**src/rtl/kanade_pkg.sv**
```systemverilog
// Shared definitions for the KANADE32 pipeline control slice: stage indices,
// register address width and the per-stage shadow record used for hazard tracking.
package kanade_pkg;

  localparam int STG_IF  = 0;
  localparam int STG_ID  = 1;
  localparam int STG_EX  = 2;
  localparam int STG_MEM = 3;
  localparam int STG_WB  = 4;

  localparam int REG_AW = 5;

  // What the sequencer remembers about the instruction sitting in one stage.
  typedef struct packed {
    logic              valid;
    logic [REG_AW-1:0] rd;
    logic              reg_write;
    logic              mem_read;
    logic              mem_write;
  } stage_info_t;

endpackage

```
**src/rtl/pipe_ctrl_hazard.sv**
```systemverilog
// Read-after-write detector: compares the decode-stage source registers against
// the destinations of older, still-uncommitted instructions in the shadow array.
module pipe_ctrl_hazard
  import kanade_pkg::*;
#(
  parameter int STAGES    = 5,
  parameter int BYPASS_WB = 0
) (
  input  stage_info_t [STAGES-1:0] shadow_i,
  input  logic [REG_AW-1:0]        d_rs_i,
  input  logic [REG_AW-1:0]        d_rt_i,
  input  logic                     d_use_rs_i,
  input  logic                     d_use_rt_i,
  output logic                     hz_o
);

  // A write-through regfile already delivers the write-back value to decode,
  // so the last stage only needs comparing when that bypass is absent.
  localparam int LastK = (BYPASS_WB != 0) ? STAGES - 2 : STAGES - 1;

  logic anyHit;
  logic unused_fields;

  // Not every shadow field matters to the compare; fold them into a sink.
  assign unused_fields = ^shadow_i;

  // Any valid, register-writing producer whose rd matches a live nonzero source.
  always_comb begin
    anyHit = 1'b0;
    for (int k = STG_EX; k <= LastK; k++) begin
      if (shadow_i[k].valid && shadow_i[k].reg_write) begin
        if (d_use_rs_i && (d_rs_i != '0) && (d_rs_i == shadow_i[k].rd)) anyHit = 1'b1;
        if (d_use_rt_i && (d_rt_i != '0) && (d_rt_i == shadow_i[k].rd)) anyHit = 1'b1;
      end
    end
    hz_o = shadow_i[STG_ID].valid & anyHit;
  end

endmodule

```
**src/rtl/pipe_ctrl.sv**
```systemverilog
// Pipeline sequencer: produces PC / inter-stage load enables, per-stage valids and
// RAM ownership, inserting bubbles for RAW hazards and RAM conflicts, flushing on
// taken branches and counting stall cycles.
module pipe_ctrl
  import kanade_pkg::*;
#(
  parameter int STAGES    = 5,
  parameter int MEM_STAGE = 3,
  parameter int REG_AW    = kanade_pkg::REG_AW,
  parameter int BYPASS_WB = 0,
  parameter int CNT_W     = 16
) (
  input  logic              clk,
  input  logic              reset,
  input  logic              run,
  input  logic [REG_AW-1:0] d_rs,
  input  logic [REG_AW-1:0] d_rt,
  input  logic              d_use_rs,
  input  logic              d_use_rt,
  input  logic [REG_AW-1:0] d_rd,
  input  logic              d_reg_write,
  input  logic              d_mem_read,
  input  logic              d_mem_write,
  input  logic              branch_taken,
  output logic              pc_wren,
  output logic              pc_redirect,
  output logic              ram_addr_src,
  output logic [STAGES-2:0] stage_wren,
  output logic [STAGES-1:0] stage_valid,
  output logic              mem_wren,
  output logic              reg_wren,
  output logic [CNT_W-1:0]  stall_cnt
);

  // Index 0 is never populated: fetch has no decoded information yet.
  stage_info_t [STAGES-1:0] shadow_q, shadow_d;
  logic [CNT_W-1:0]         stallCnt_q, stallCnt_d;

  logic memBusy;
  logic branchFlush;
  logic rawHazard;

  assign memBusy     = shadow_q[MEM_STAGE].valid &
                       (shadow_q[MEM_STAGE].mem_read | shadow_q[MEM_STAGE].mem_write);
  assign branchFlush = shadow_q[MEM_STAGE].valid & branch_taken;

  pipe_ctrl_hazard #(
    .STAGES    (STAGES),
    .BYPASS_WB (BYPASS_WB)
  ) u_hazard (
    .shadow_i   (shadow_q),
    .d_rs_i     (d_rs),
    .d_rt_i     (d_rt),
    .d_use_rs_i (d_use_rs),
    .d_use_rt_i (d_use_rt),
    .hz_o       (rawHazard)
  );

  // Output decode with priority branch > hazard > memory conflict > normal; reset silences everything.
  always_comb begin
    pc_wren      = 1'b0;
    pc_redirect  = 1'b0;
    ram_addr_src = 1'b0;
    stage_wren   = '0;
    stage_valid  = '0;
    mem_wren     = 1'b0;
    reg_wren     = 1'b0;
    if (!reset) begin
      ram_addr_src   = memBusy;
      stage_valid[0] = run & ~memBusy;
      for (int i = 1; i < STAGES; i++) begin
        stage_valid[i] = shadow_q[i].valid;
      end
      if (run) begin
        mem_wren = shadow_q[MEM_STAGE].valid & shadow_q[MEM_STAGE].mem_write;
        reg_wren = shadow_q[STAGES-1].valid & shadow_q[STAGES-1].reg_write;
        if (branchFlush) begin
          pc_wren     = 1'b1;
          pc_redirect = 1'b1;
          stage_wren  = '1;
        end else if (rawHazard) begin
          stage_wren    = '1;
          stage_wren[0] = 1'b0;
        end else if (memBusy) begin
          stage_wren = '1;
        end else begin
          pc_wren    = 1'b1;
          stage_wren = '1;
        end
      end
    end
  end

  // Shadow advance: everything shifts one stage, then the winning case kills or holds slots.
  always_comb begin
    shadow_d = shadow_q;
    if (run) begin
      for (int i = STAGES - 1; i > STG_EX; i--) begin
        shadow_d[i] = shadow_q[i-1];
      end
      shadow_d[STG_EX].valid     = shadow_q[STG_ID].valid;
      shadow_d[STG_EX].rd        = d_rd;
      shadow_d[STG_EX].reg_write = d_reg_write;
      shadow_d[STG_EX].mem_read  = d_mem_read;
      shadow_d[STG_EX].mem_write = d_mem_write;
      if (branchFlush) begin
        for (int i = STG_ID; i <= MEM_STAGE; i++) begin
          shadow_d[i].valid = 1'b0;
        end
      end else if (rawHazard) begin
        shadow_d[STG_ID]       = shadow_q[STG_ID];
        shadow_d[STG_EX].valid = 1'b0;
      end else if (memBusy) begin
        shadow_d[STG_ID].valid = 1'b0;
      end else begin
        shadow_d[STG_ID].valid = 1'b1;
      end
    end
  end

  // Stall counter: one count per running cycle in which the PC did not load, saturating.
  always_comb begin
    stallCnt_d = stallCnt_q;
    if (run && !pc_wren && (stallCnt_q != '1)) begin
      stallCnt_d = stallCnt_q + 1'b1;
    end
  end

  assign stall_cnt = reset ? '0 : stallCnt_q;

  // State registers; reset discards every in-flight instruction and clears the count.
  always_ff @(posedge clk) begin
    if (reset) begin
      shadow_q   <= '0;
      stallCnt_q <= '0;
    end else begin
      shadow_q   <= shadow_d;
      stallCnt_q <= stallCnt_d;
    end
  end

endmodule

```
**config.mk**
```make
export PLATFORM = sky130hd
export DESIGN_NAME = pipe_ctrl
export DESIGN_NICKNAME = d
export VERILOG_FILES = /design/src/rtl/kanade_pkg.sv /design/src/rtl/pipe_ctrl_hazard.sv /design/src/rtl/pipe_ctrl.sv
export SDC_FILE = /design/constraint.sdc
export NUM_CORES = 1
export LEC_CHECK = 0
export ABC_AREA = 1
export CAP_MARGIN = 20
export CORE_MARGIN = 2
export CORE_UTILIZATION = 45
export DETAILED_ROUTE_END_ITERATION = 10
export HOLD_SLACK_MARGIN = 0.03
export PLACE_DENSITY = 0.77
export SYNTH_ARGS = -nofsm -noshare
export SYNTH_HDL_FRONTEND = slang
export SYNTH_SLANG_ARGS = --single-unit
```
**constraint.sdc**
```tcl
create_clock -name clk -period 1.8 [get_ports clk]
set_clock_uncertainty 0.1 [all_clocks]
set_input_delay 0.27 -clock clk [delete_from_list [all_inputs] [get_ports clk]]
set_output_delay 0.27 -clock clk [all_outputs]
set_load 0.03 [all_outputs]
```
== After elaboration in Yosys (flattened, before gate mapping) ==
Cells that the tools add are included.
Cells by class
  $add $sub $neg: 1
  $mul: 0
  divide/modulo/power cells: 0
  magnitude comparators: 0
  equality and inequality tests: 8
  shifts and indexed selects: 0
  mux-type cells: 33
  bitwise gates (word level): 8
  reductions and logical operators: 17
Operators by type and width (count)
  $eq A5 B5 Y1: 6
  $mux W1: 29
  $add A16 B1 Y16 const B: 1
  $mux W16: 1
  $ne A16 B16 Y1 const B: 1
  $logic_and A1 B1 Y1: 13
  $reduce_bool A5 Y1: 2
  $mux W4: 2
  $and A1 B1 Y1: 6
  $mux W5: 1
  $ne A2 B2 Y1 const B: 1
  $reduce_and A2 Y1: 1
  $logic_not A1 Y1: 1
  $not A1 Y1: 1
  $or A1 B1 Y1: 1
Storage, ports and cells
  bits in registers: 42
  bits in latches: 0
  memory bits (writable): 0
  memory bits (read-only): 0
  input bits: 24
  output and inout port bits: 30
  logic and storage cells: 82
  memories kept: 0

== Longest topological paths before layout ==
  depth after elaboration: 20
  depth in mapped cells: 15
  mapped depth without buffers: 15

== Modules after synthesis ==
A second synthesis with hierarchy kept.
Unflattened totals
  cells, all modules: 432
  area total of the unflattened synthesis: 2680.1 µm²
Modules (own cells, without submodules)
  pipe_ctrl: instances 1, cells each 332, area each 2169.6 µm², seq. area each 880.8 µm²
  pipe_ctrl_hazard: instances 1, cells each 100, area each 510.5 µm², seq. area each 0.0 µm²

== Worst setup path after synthesis ==
No wires, ideal clock.
  kind: input -> register
  from: in run
  to: reg shadow_q[17] (netlist name)
  setup time: 63 ps
  arrival: 2080 ps
  required time: 1637 ps
  slack: -443 ps
  stages: 6
  buffers on the path: 1
  path through: buf_2 > inv_1 > nor2_1 > inv_1 > nor2_1 > a32o_1
Between the ends
  word-level cells in the longest chain between the ends: 1
Ends and longest elaborated chain
  from (decl): RTL line pipe_ctrl.sv:15  | input logic run,
  $reduce_and A2 Y1 (no line)
  to (signal assigned): RTL line pipe_ctrl.sv:137  | shadow_q <= shadow_d;
  to (decl): RTL line pipe_ctrl.sv:36  | stage_info_t [STAGES-1:0] shadow_q, shadow_d;
No other way between the ends.
A chain may end at the register's enable or synchronous reset.

== Final worst setup path ==
  from: reg shadow_q[30] (netlist name)
  to: out pc_wren
Between the ends
  word-level cells in the longest chain between the ends: 13
  elaborated cells between the ends (all ways): 15
  classes of those cells: eq/ne: 2; mux: 10; bitwise: 1; reduce/logical: 2
Ends and longest elaborated chain
  $eq A5 B5 Y1: RTL line pipe_ctrl_hazard.sv:32  | if (d_use_rs_i && (d_rs_i != '0) && (d_rs_i == shadow_i[k].rd)) anyHit = 1'b1;
  $logic_and A1 B1 Y1: RTL line pipe_ctrl_hazard.sv:32
  $mux W1: RTL line pipe_ctrl_hazard.sv:32
  $mux W1 (*): RTL line pipe_ctrl_hazard.sv:33  | if (d_use_rt_i && (d_rt_i != '0) && (d_rt_i == shadow_i[k].rd)) anyHit = 1'b1;
  $mux W1 (*): RTL line pipe_ctrl_hazard.sv:31  | if (shadow_i[k].valid && shadow_i[k].reg_write) begin
  $mux W1: RTL line pipe_ctrl_hazard.sv:32
  $mux W1: RTL line pipe_ctrl_hazard.sv:33
  $mux W1 (*): RTL line pipe_ctrl_hazard.sv:31
  $and A1 B1 Y1 (*): RTL line pipe_ctrl_hazard.sv:36  | hz_o = shadow_i[STG_ID].valid & anyHit;
  $mux W1 (*): RTL line pipe_ctrl.sv:81  | end else if (rawHazard) begin
  $mux W1 (*): RTL line pipe_ctrl.sv:77  | if (branchFlush) begin
  $mux W1 (*): RTL line pipe_ctrl.sv:74  | if (run) begin
  $mux W1 (*): RTL line pipe_ctrl.sv:68  | if (!reset) begin
  to (decl): RTL line pipe_ctrl.sv:25  | output logic pc_wren,
Every way passes the cells marked *; elsewhere a longest branch is shown, timed or not.

==> summary.md <==
| Metric | Value |
|---|---|
| Outcome | `complete, but fails checks` |
| Failing checks | `negative setup slack` |
| Reg power frac | `0.463` |
| Final GP Congestion | `about 0.9` |
| Die Ht | `79.4 um` |
| Primary FF master, synth | `dfxtp_1` |
| IO buf count | `53` |
| Final-report setup violation count | `18` |
| TritonCTS clock tree | `done` |
| Critical path launch point type | `flop` |
| Clock insertion delay at the later pin of the skew report | `0.30 ns` |
| WL final | `a little over 7000 um` |
| Fin nets | `between 400 and 500` |
| Fmax | `503 MHz` |
| Reg clk slew, reported paths | `0.08 ns` |
| Post-DRT Antenna Nets | `0` |
| Ratio of routed vias to standard cells | `approximately 5.1` |
| Vias in the first global route | `2644` |
| Antenna diodes | `0` |
| # IOs | `54` |
| RR Startpoint | `shadow_q[30]` |
| Synthesized net count | `406` |
| Critical Path AT | `1.62 ns` |
| Internal Power | `1580 uW` |
| 1st-pass router iterations | `5` |
| Hold buffers post-CTS | `0` |
| Synth Instances | `381` |
| Final hold vios | `0` |
| Switching Share | `0.278` |
| Critical Path Fanout Max | `3` |
| Post-route setup slack | `-0.187 ns` |
| Synth top area cells | `dfxtp_1, nor2_1, xor2_1` |
| Ys Warns | `0` |
| CTS H-Tree Depth | `2` |
| Worst Setup EP | `pc_wren` |
| Post-synth top area share | `0.329` |
| Layout cell share with drive strength beyond 1 | `0.325` |
| Via count | `2696` |
| Slew HR | `0.659` |
| Drc violations | `0` |
| Post-synthesis register bit count | `42` |
| Seq/Total Area, Yosys | `0.329` |
| Combinational share of power | `0.198` |
| RSZ-0062 raised after global routing | `true` |
| CP Class | `reg2out` |
| Netlist cell types | `23` |
| Critical Path RT | `1.43 ns` |
| Bufs on Longest Clock Path | `2` |
| Worst Hold Class | `in2reg` |
| CTS sink count | `42` |
| Tmin final | `1.99 ns` |
| TNS Setup | `-0.979 ns` |
| CP Capture Type | `output pin` |
| CTS Buf Count | `5` |
| P&R area growth vs syn | `41.6%` |
| Largest net degree at the start of global routing | `26` |
| Worst reg2reg path depth | `13` |
| Non-Filler Instances | `530` |
| Die Area | `around 6300 sq um` |
| Ys async rst share | `0` |
| CP startpoint | `shadow_q[30]` |
| Total gr overflow | `0` |
| Final Slew Violations | `0` |
| Root Driver | `clkbuf_8` |
| Cell taking the most area after synthesis | `dfxtp_1` |
| Placed Cells incl. Taps | `514` |
| EDFF count, synth | `0` |
| GRT Util Overall | `0.225` |
| Hpwl dp | `~4800 um` |
| # fillers | `464` |
| Clk pwr share | `0.339` |
| Leakage power | `0.00164 uW` |
| Flop2flop setup slack | `-0.10 ns` |
| DR iter-0 viols | `198` |
| Number of max-cap violations | `0` |
| Synthesized area per cell | `6.72 sq um` |
| Transition time of the tightest slew-check pin | `0.508 ns` |
| Starting Density | `0.465` |
| Critical R2R Capture | `stallCnt_q[9]` |
| Pwr Density | `606 nW/um^2` |
| Detailed-route wire length per cell | `13.5 um` |
| Core area | `5510 sq um` |
| Post-synthesis instance area | `2560 sq um` |
| Psw | `610 uW` |
| VDD IR max | `0.347 mV` |
| First-pass GRT wire length | `~11000 um` |
| Row count | `27` |
| Antenna violations before repair | `0` |
| Die Wd | `about 79 um` |
| Crit share post-route | `1.10` |
## how the worst min path moves through the flow
| stage | from | endpoint | slack (ns) | depth (start not counted) |
|---|---|---|---|---|
| final | run | shadow_q[41] | 0.34 | 3 |
| after global routing | run | shadow_q[41] | 0.37 | 3 |
| after CTS | stallCnt_q[15] | stallCnt_q[15] | 0.37 | 2 |
| after detailed placement | stallCnt_q[15] | stallCnt_q[15] | 0.36 | 2 |
| after global placement | stallCnt_q[15] | stallCnt_q[15] | 0.36 | 2 |
| after floorplan | d_rd[0] | shadow_q[21] | 0.30 | 2 |
## logic make-up after synthesis
kind of cell | share of synthesized area
simple gates | 0.327
buf+inv | 0.0978
compound gates | 0.108
flops | 0.329
xor+xnor | 0.133
fa+ha+maj | 0.00489
## registers in the layout, summed over array words and instances (netlist names)
register and cells:
stallCnt_q 16, shadow_q 26
## stage by stage
stage,setup slack [ns],area [sq um],utilization,total power [uW],hold WS (ns)
after CTS,-0.183,3460,0.629,2170,0.370
after detailed placement,-0.512,3220,0.585,1420,0.359
final,-0.187,3620,0.658,2190,0.340
after global routing,-0.301,3620,0.658,2290,0.374
after global placement,-0.508,3220,0.585,1410,0.359
after floorplan,0.0120,2580,-,1260,0.305
## critical path, cell delays in order (launching register included)
cell	delay, ns
dfxtp_4	0.37
xnor2_1	0.13
nand2_1	0.09
nor2_1	0.09
nand3_1	0.07
nand2_1	0.08
nand2_1	0.06
nand3_2	0.10
nand2_4	0.08
nand3_4	0.08
inv_2	0.04
buf_6	0.13
## cell usage after synthesis (2+ instances only)
master and number:
a21oi_1 14, a21oi_2 8, buf_1 2, buf_4 3
clkbuf_1 11, dfxtp_1 42, inv_1 41, nand2_1 58
nand2_2 9, nand3_1 15, nand3_4 2, nand4_1 14
nor2_1 88, nor3_1 5, o21ai_0 24, xnor2_1 12
xor2_1 27
## layout make-up
class                      count  area [sq um]  area share
clock buffer                   6          72.6      0.0200
tap                           72          90.1      0.0249
timing repair buffer          85           736       0.203
multi-input combinational    282          1660       0.458
clock inverter                 2          37.5      0.0104
inverter                      41           154      0.0425
sequential                    42           873       0.241
## power by group through the flow
stage	sequential (uW)	combinational (uW)	clock, uW
floorplan	1020	242	0
global placement	1030	379	0
detailed placement	1030	385	0
CTS	1010	408	752
global route	1020	477	793
finish	1020	434	745
## cells in the final DEF, fill, tap and decap left out, drive strengths merged, types with 10 or more instances in the layout
cell            n
inv            41
nand4          14
clkbuf         10
buf            61
o21ai          24
nand2          67
xor2           27
xnor2          12
dfxtp          42
nor2           88
a21oi          22
clkdlybuf4s50  11
nand3          20
## what timing repair did
| action | CTS | global route |
|---|---|---|
| cloned | 1 | 2 |
| setup endpoints to repair | 33 | 22 |
| hold endpoints to repair | 0 | 0 |
| buffers inserted | 5 | 0 |
| resized for setup | 56 | 38 |
| pin swaps | 12 | 14 |
## metal layers
metal	vias to the layer above	GRT usage	part of all wire
li1	1355	-	-
met1	1246	0.266	0.41
met2	86	0.410	0.53
met3	9	0.0283	0.047
met4	0	0.0897	0.015
met5	-	0	0
Power figures use the tool's default switching activity.
